===== src/rtl/pc_fetch_ctrl.sv =====
// Program-counter register and fetch controller for the IF stage.
// Provides run / single-step / halt-on-opcode control for the debug unit.
module pc_fetch_ctrl #(
    parameter int               NBITS       = 32,
    parameter logic [NBITS-1:0] RESET_PC    = '0,
    parameter logic [NBITS-1:0] PC_INC      = NBITS'(4),
    parameter logic [31:0]      HALT_OPCODE = 32'hFFFF_FFFF
) (
    input  logic             clk,
    input  logic             rst_n,
    input  logic             start,
    input  logic             mode_step,
    input  logic             step,
    input  logic             stall,
    input  logic [NBITS-1:0] pc_next,
    input  logic [31:0]      instr,
    output logic [NBITS-1:0] pc,
    output logic [NBITS-1:0] pc_plus4,
    output logic             pc_we,
    output logic             fetch_valid,
    output logic             halted,
    output logic [1:0]       state
);

    typedef enum logic [1:0] {
        IDLE = 2'b00,
        RUN  = 2'b01,
        STEP = 2'b10,
        HALT = 2'b11
    } state_t;

    state_t state_q, state_d;
    logic   step_pending, step_pending_d;
    logic   restart;
    logic   is_halt;

    assign is_halt     = (instr == HALT_OPCODE);
    assign pc_plus4    = pc + PC_INC;
    assign fetch_valid = pc_we;
    assign halted      = (state_q == HALT);
    assign state       = state_q;

    // NOTE: every signal gets a default before the case so no path leaves one
    // unassigned, which would otherwise infer a latch.
    always_comb begin
        state_d        = state_q;
        step_pending_d = 1'b0;
        pc_we          = 1'b0;
        restart        = 1'b0;
        case (state_q)
            IDLE: begin
                if (start) state_d = mode_step ? STEP : RUN;
            end
            RUN: begin
                pc_we = !stall && !is_halt;
                if (!stall && is_halt) state_d = HALT;
            end
            STEP: begin
                pc_we = step_pending && !stall && !is_halt;
                // A pending step is consumed on the first unstalled cycle; a
                // fresh pulse in that same cycle re-arms it.
                step_pending_d = step || (step_pending && stall);
                if (step_pending && !stall && is_halt) state_d = HALT;
            end
            HALT: begin
                if (start) begin
                    state_d = IDLE;
                    restart = 1'b1;
                end
            end
            default: state_d = IDLE;
        endcase
    end

    // NOTE: sequential state uses non-blocking assignments so every register
    // samples pre-edge values regardless of statement order.
    always_ff @(posedge clk or negedge rst_n) begin
        if (!rst_n) begin
            state_q      <= IDLE;
            step_pending <= 1'b0;
        end else begin
            state_q      <= state_d;
            step_pending <= step_pending_d;
        end
    end

    always_ff @(posedge clk or negedge rst_n) begin
        if (!rst_n) begin
            pc <= RESET_PC;
        end else if (restart) begin
            pc <= RESET_PC;
        end else if (pc_we) begin
            pc <= pc_next;
        end
    end

endmodule


===== config.mk =====
export PLATFORM = sky130hd
export DESIGN_NAME = pc_fetch_ctrl
export DESIGN_NICKNAME = d
export VERILOG_FILES = /design/src/rtl/pc_fetch_ctrl.sv
export SDC_FILE = /design/constraint.sdc
export NUM_CORES = 1
export LEC_CHECK = 0
export ABC_AREA = 0
export CAP_MARGIN = 0
export CORE_MARGIN = 2
export CORE_UTILIZATION = 32
export CTS_CLUSTER_DIAMETER = 80
export CTS_CLUSTER_SIZE = 25
export DETAILED_ROUTE_END_ITERATION = 10
export PLACE_DENSITY = 0.72
export SKIP_LAST_GASP = 1
export SYNTH_ARGS = -nofsm -noshare
export SYNTH_HDL_FRONTEND = slang
export SYNTH_SLANG_ARGS = --single-unit

===== constraint.sdc =====
create_clock -name clk -period 1.9 [get_ports clk]
set_input_delay 0.38 -clock clk [delete_from_list [all_inputs] [get_ports clk]]
set_output_delay 0.38 -clock clk [all_outputs]
set_load 0.01 [all_outputs]

Yosys cells after proc, flatten, opt, wreduce, memory -nomap -nowiden --
Cells that the tools add are included.
Cells by class: mux-type cells 12, add/subtract/negate cells 1, reductions and logical operators 12, equality and inequality tests 8
Operator list (number):
- $mux 32 | 2
- $add 32x3->32 const B | 1
- $eq 32x32->1 const B | 1
- $mux 2 | 5
- $ne 2x2->1 const B | 4
- $pmux 2 s4 | 1
- $logic_and 1x1->1 | 6
- $eq 2x2->1 const B | 2
- $reduce_and 4->1 | 1
- $mux 1 | 3
- $eq 2x1->1 const B | 1
- $logic_not 1->1 | 2
- $logic_not 2->1 | 1
- $pmux 1 s2 | 1
- $reduce_bool 2->1 | 1
- $logic_or 1x1->1 | 1
Word-level totals: register bits after elaboration 35, output and inout port bits 69

Depth between registers and ports, before layout --
Gate-level depths: netlist of the first run.
depth in word-level cells 6, gate-level depth with buffers 6, depth with buffers taken out 6

Worst setup path before layout of the first run --
No wires, ideal clock.
path kind register to output, start reg state_q[0] (netlist: state[0]), end out pc_we, data arrival time 1.856 ns, cell stages (with the launch flop) 7, setup slack -0.336 ns, buffers on the path 2, cell sequence dfrtp_1 inv_1 ha_1 nor2b_4 a2111oi_4 buf_6 buf_4
On the way: longest elaborated chain between the ends 2
Ends and longest elaborated chain:
- start: declaration | line 32 | state_t state_q, state_d;
- start signal: assignment | line 82 | state_q <= state_d;
- $eq 2x2->1 / $eq 2x1->1 (equally long branches) | line 50 | case (state_q)
- $pmux 1 s2 (*) | line 50
- end: declaration | line 19 | output logic pc_we,
Mark *: on every way between the ends. The rest lies on a longest branch, timed or not.

Worst setup path in the final report of the first run --
start reg pc[3], end out pc_plus4[14]
On the way: longest elaborated chain between the ends 1
Ends and longest elaborated chain:
- start: declaration | line 17 | output logic [NBITS-1:0] pc,
- start signal: assignment | line 93 | pc <= pc_next;
- $add 32x3->32 | line 38 | assign pc_plus4 = pc + PC_INC;
- end: declaration | line 18 | output logic [NBITS-1:0] pc_plus4,
Every way passes these cells.

==> results of run 1 <==
cells by family (layout without fill, tap and decap cells):
family / after synthesis / after routing / synth area share, %
compound gates: 11 / 11 / 3.97
xor+xnor: 28 / 28 / 10.1
fa+ha+maj: 6 / 6 / 3.09
buf+inv: 18 / 223 / 4.18
flops: 35 / 35 / 36.1
mux: 32 / 32 / 13.2
simple gates: 130 / 130 / 29.3
synthesized netlist by cell type, types with 2 or more instances:
cell / instances / area, µm²
sky130_fd_sc_hd__xor2_1: 8 / 70.1
sky130_fd_sc_hd__inv_1: 6 / 22.5
sky130_fd_sc_hd__nand3_1: 13 / 65.1
sky130_fd_sc_hd__nand4_2: 3 / 37.5
sky130_fd_sc_hd__dfrtp_1: 35 / 876
sky130_fd_sc_hd__ha_1: 6 / 75.1
sky130_fd_sc_hd__or4_1: 2 / 15.0
sky130_fd_sc_hd__and3_1: 5 / 31.3
sky130_fd_sc_hd__nor2_1: 6 / 22.5
sky130_fd_sc_hd__nand2_1: 75 / 282
sky130_fd_sc_hd__o211ai_1: 2 / 15.0
sky130_fd_sc_hd__nor4_2: 2 / 25.0
sky130_fd_sc_hd__nor3_1: 2 / 10.0
sky130_fd_sc_hd__o221ai_1: 2 / 17.5
sky130_fd_sc_hd__clkbuf_1: 6 / 22.5
sky130_fd_sc_hd__xnor2_1: 20 / 175
sky130_fd_sc_hd__a21oi_1: 3 / 15.0
sky130_fd_sc_hd__mux2i_1: 32 / 320
sky130_fd_sc_hd__buf_6: 3 / 33.8
sky130_fd_sc_hd__nand4_1: 12 / 75.1
sky130_fd_sc_hd__buf_4: 3 / 22.5
sky130_fd_sc_hd__nor4_4: 3 / 63.8
through the flow:
| step | power [mW] | hold WS [ns] | worst slack [ns] | std cells |
|---|---|---|---|---|
| 3_5_place_dp | 5.32 | 0.524 | -0.629 | 535 |
| 6_report | 6.05 | 0.192 | -0.310 | 564 |
| 5_1_grt | 6.49 | 0.243 | -0.419 | 564 |
| 3_3_place_gp | 5.23 | 0.508 | -0.621 | 535 |
| 4_1_cts | 5.76 | 0.216 | -0.331 | 555 |
| 2_1_floorplan | 3.23 | 0.0844 | -0.117 | 260 |
final cells by class:
type | instances | area, µm² | area share (%)
clock inverters | 1 | 5.00 | 0.110
clock buffers | 6 | 82.6 | 1.81
inverters | 6 | 22.5 | 0.494
well taps | 99 | 124 | 2.72
flip-flops and latches | 35 | 880 | 19.3
multi-input cells | 207 | 1610 | 35.4
repair buffers | 210 | 1830 | 40.2
layer usage:
| metal | up-vias | GRT usage, % |
|---|---|---|
| met5 | - | 0 |
| met4 | 0 | 5.18 |
| met3 | 13 | 4.40 |
| met2 | 85 | 31.5 |
| met1 | 1250 | 21.8 |
| li1 | 1305 | - |
sequential cells by signal, summed over array words and instances (netlist names):
name and count:
pc 32, state 2, step_pending 1
what timing repair did:
| action | 4_1_cts | 5_1_grt |
|---|---|---|
| cloned | 0 | 2 |
| setup endpoints to repair | 64 | 44 |
| gates resized for setup | 161 | 23 |
| pin swaps | 35 | 22 |
| setup buffers | 18 | 7 |
final timing paths:
| path | to | from | depth (start not counted) |
|---|---|---|---|
| setup reg to reg | pc[24]$_DFFE_PN0P_ | state[1]$_DFFE_PN0P_ | 7 |
| setup / recovery | pc_plus4[14] | pc[3]$_DFFE_PN0P_ | 8 |
| hold reg to reg | pc[0]$_DFFE_PN0P_ | pc[0]$_DFFE_PN0P_ | 2 |
| hold / removal | pc[18]$_DFFE_PN0P_ | rst_n | 1 |
| min in group clk | pc[0]$_DFFE_PN0P_ | pc[0]$_DFFE_PN0P_ | 2 |
| max in group asynchronous | state[0]$_DFFE_PN0P_ | rst_n | 1 |
report_power, final:
group	internal (mW)	switching (mW)	total, mW
Clock	0.284	0.257	0.541
Sequential	1.07	0.225	1.29
Combinational	2.27	1.94	4.21
==> metrics list, run 1 <==
- Weighted congestion reported at the end of routability-driven placement: 0.811
- In this run the worst path has a maximum fanout of 3.
- Unique masters post-synth: 33
- Worst max-slew margin expressed relative to the limit: 45.3%
- Register clock-pin slew on the reported worst setup and hold paths: 0.07 ns
- The H-tree was split into 2 levels.
* Final nets: 541
- The number of nets in the synthesized netlist is 336.
- Worst path slowest cell: sky130_fd_sc_hd__dfrtp_1
* Floorplan die width: 91.1 µm
- The worst-case IR drop observed on VDD is 941 µV.
- Met3 wire length: 533 µm
- The signal on the critical path passes through buf_6 > ha_4 > nand3_4 > nor3_4 > buf_4 > and3_4 > xor2_2 > buf_2.
- Broken down by cell family, the worst path's largest delay share belongs to simple AND/OR/NAND/NOR gates.
* Final Util: 62.5%
- Metal-1 WL: 3320 µm
* Pwr/cell area: 1330 mW/mm²
* Count of routing violations after the opening detailed-route iteration: 60
* First-pass detailed-route iteration total: 4
- Number of vias after detailed routing: 2653
- After routing the design area is 0.00456 mm².
- Counting flops with a built-in enable in the synthesized netlist gives 0.
- The initial antenna violation count came to 0.
- For this block, the routed nets add up to 8080 µm of wire.
* Startpoint type of the worst setup path: flip-flop
- Height of the chip: 91.1 µm
* Number of synthesized register bits: 35
- In the layout the commonest cells are 79 x sky130_fd_sc_hd__clkdlybuf4s50_1, 72 x sky130_fd_sc_hd__nand2_1, 61 x sky130_fd_sc_hd__buf_4.
* Cell count after synthesis: 260
- Number of global-route vias before repair: 2670
* Max_cap viols: 0
- The analysis attributes to cell leakage a power of 2.18 nW.
- Clock Path Buffers: 2
- Averaged over all synthesized cells, the footprint is 9.33 µm².
* DPL Wire Length: 5920 µm
- Most common cell after layout, fill and taps aside: sky130_fd_sc_hd__clkdlybuf4s50_1
* Number of sinks handled by clock tree synthesis: 35
- The die covers 0.00829 mm².
* Number of fillers in the final layout: 688
- Clock Tree Root: sky130_fd_sc_hd__clkbuf_8
- Port buffer count: 138
* Synthesized cell area: 0.00243 mm²
- Compared with the post-synthesis result, the final layout area differs by 87.8%.
- Core outline area: 0.00729 mm²
- After detailed placement, the total cell area comes to 0.00427 mm².
- Detailed routing placed a total of 4130 µm of wire on met2.
- Residual DRC: 0
* Total negative slack: -5.39 ns
* Std cell rows: 31
* Hold-fix buffer count after cts: 0
- Final count of pins violating max slew: 0
- Setup violations remaining at the end of the flow were counted as 26.
* Worst clock skew: 0.00260 ns
* Path type of the worst setup path: reg -> out
- The min-delay analysis places its worst path in the category in -> async.
* Setup repair after global routing missed its margin: true
- Delay contributed by the slowest stage of the critical path: 0.39 ns
* Req. time, crit path: 1.52 ns
- Global routing consumed, over all layers together, 18.0% of the routing resources.
- Clock insertion delay at the later pin of the skew report: 0.28 ns
- The highest layer touched by signal routing is met4.
- Among all flip-flop cells after synthesis, the most frequent one is sky130_fd_sc_hd__dfrtp_1.
- At the pin with the least slew margin, the transition time is 0.820 ns.
- Summed over all layers, the global routing overflow is 0.
- TritonCTS built the clock tree.
* Time the final worst path needs with I/O delays and setup: 2.21 ns
* Tcrit/Tclk final: 116%
* Post-route ant nets: 0
- Run status: complete, but fails checks
- Once routing completed, OpenROAD measured the worst setup slack at -0.310 ns.
- For the worst setup path, the data arrival time is 1.83 ns.
- Avg Vias per Cell: 4.70
- For this run, asynchronously set or reset flops after synthesis account for 100%.
* Number of buffers inserted during clock tree synthesis: 5
- Warning count from the yosys run: 0
- Fraction of layout instances using a drive strength above 1: 32.5%
- Based on the critical path, the design can be clocked at up to 453 MHz.
* Combined buffer and inverter count along the critical path: 3
- Wire length of the first global-routing pass: 12300 µm
- Across all register-to-register paths, the minimum setup slack is 0.04 ns.
- Entering global routing, the biggest net connects 39 pins.
- The checks that failed: negative setup slack.
* Sequential element share of the synthesized area: 36.1%
* Number of failing hold endpoints at the final stage: 0
- # IOs: 139
- Once the floorplan was initialized, standard cells occupied 33.3% of the core.
* Mean routed wirelength per cell: 14.3 µm
- STA classifies the critical path endpoint as an output port.
- 0 antenna diodes ended up in the layout.
No activity file was read; power rests on OpenSTA's default activity.
==> run 2: changes to the inputs <==
--- a/config.mk
+++ b/config.mk
@@ -6,7 +6,7 @@
 export NUM_CORES = 1
 export LEC_CHECK = 0
 export ABC_AREA = 0
-export CAP_MARGIN = 0
+export CAP_MARGIN = 20
 export CORE_MARGIN = 2
 export CORE_UTILIZATION = 32
 export CTS_CLUSTER_DIAMETER = 80
==> results of run 2 <==
Final layout, timing and power as in run 1 (identical DEF).
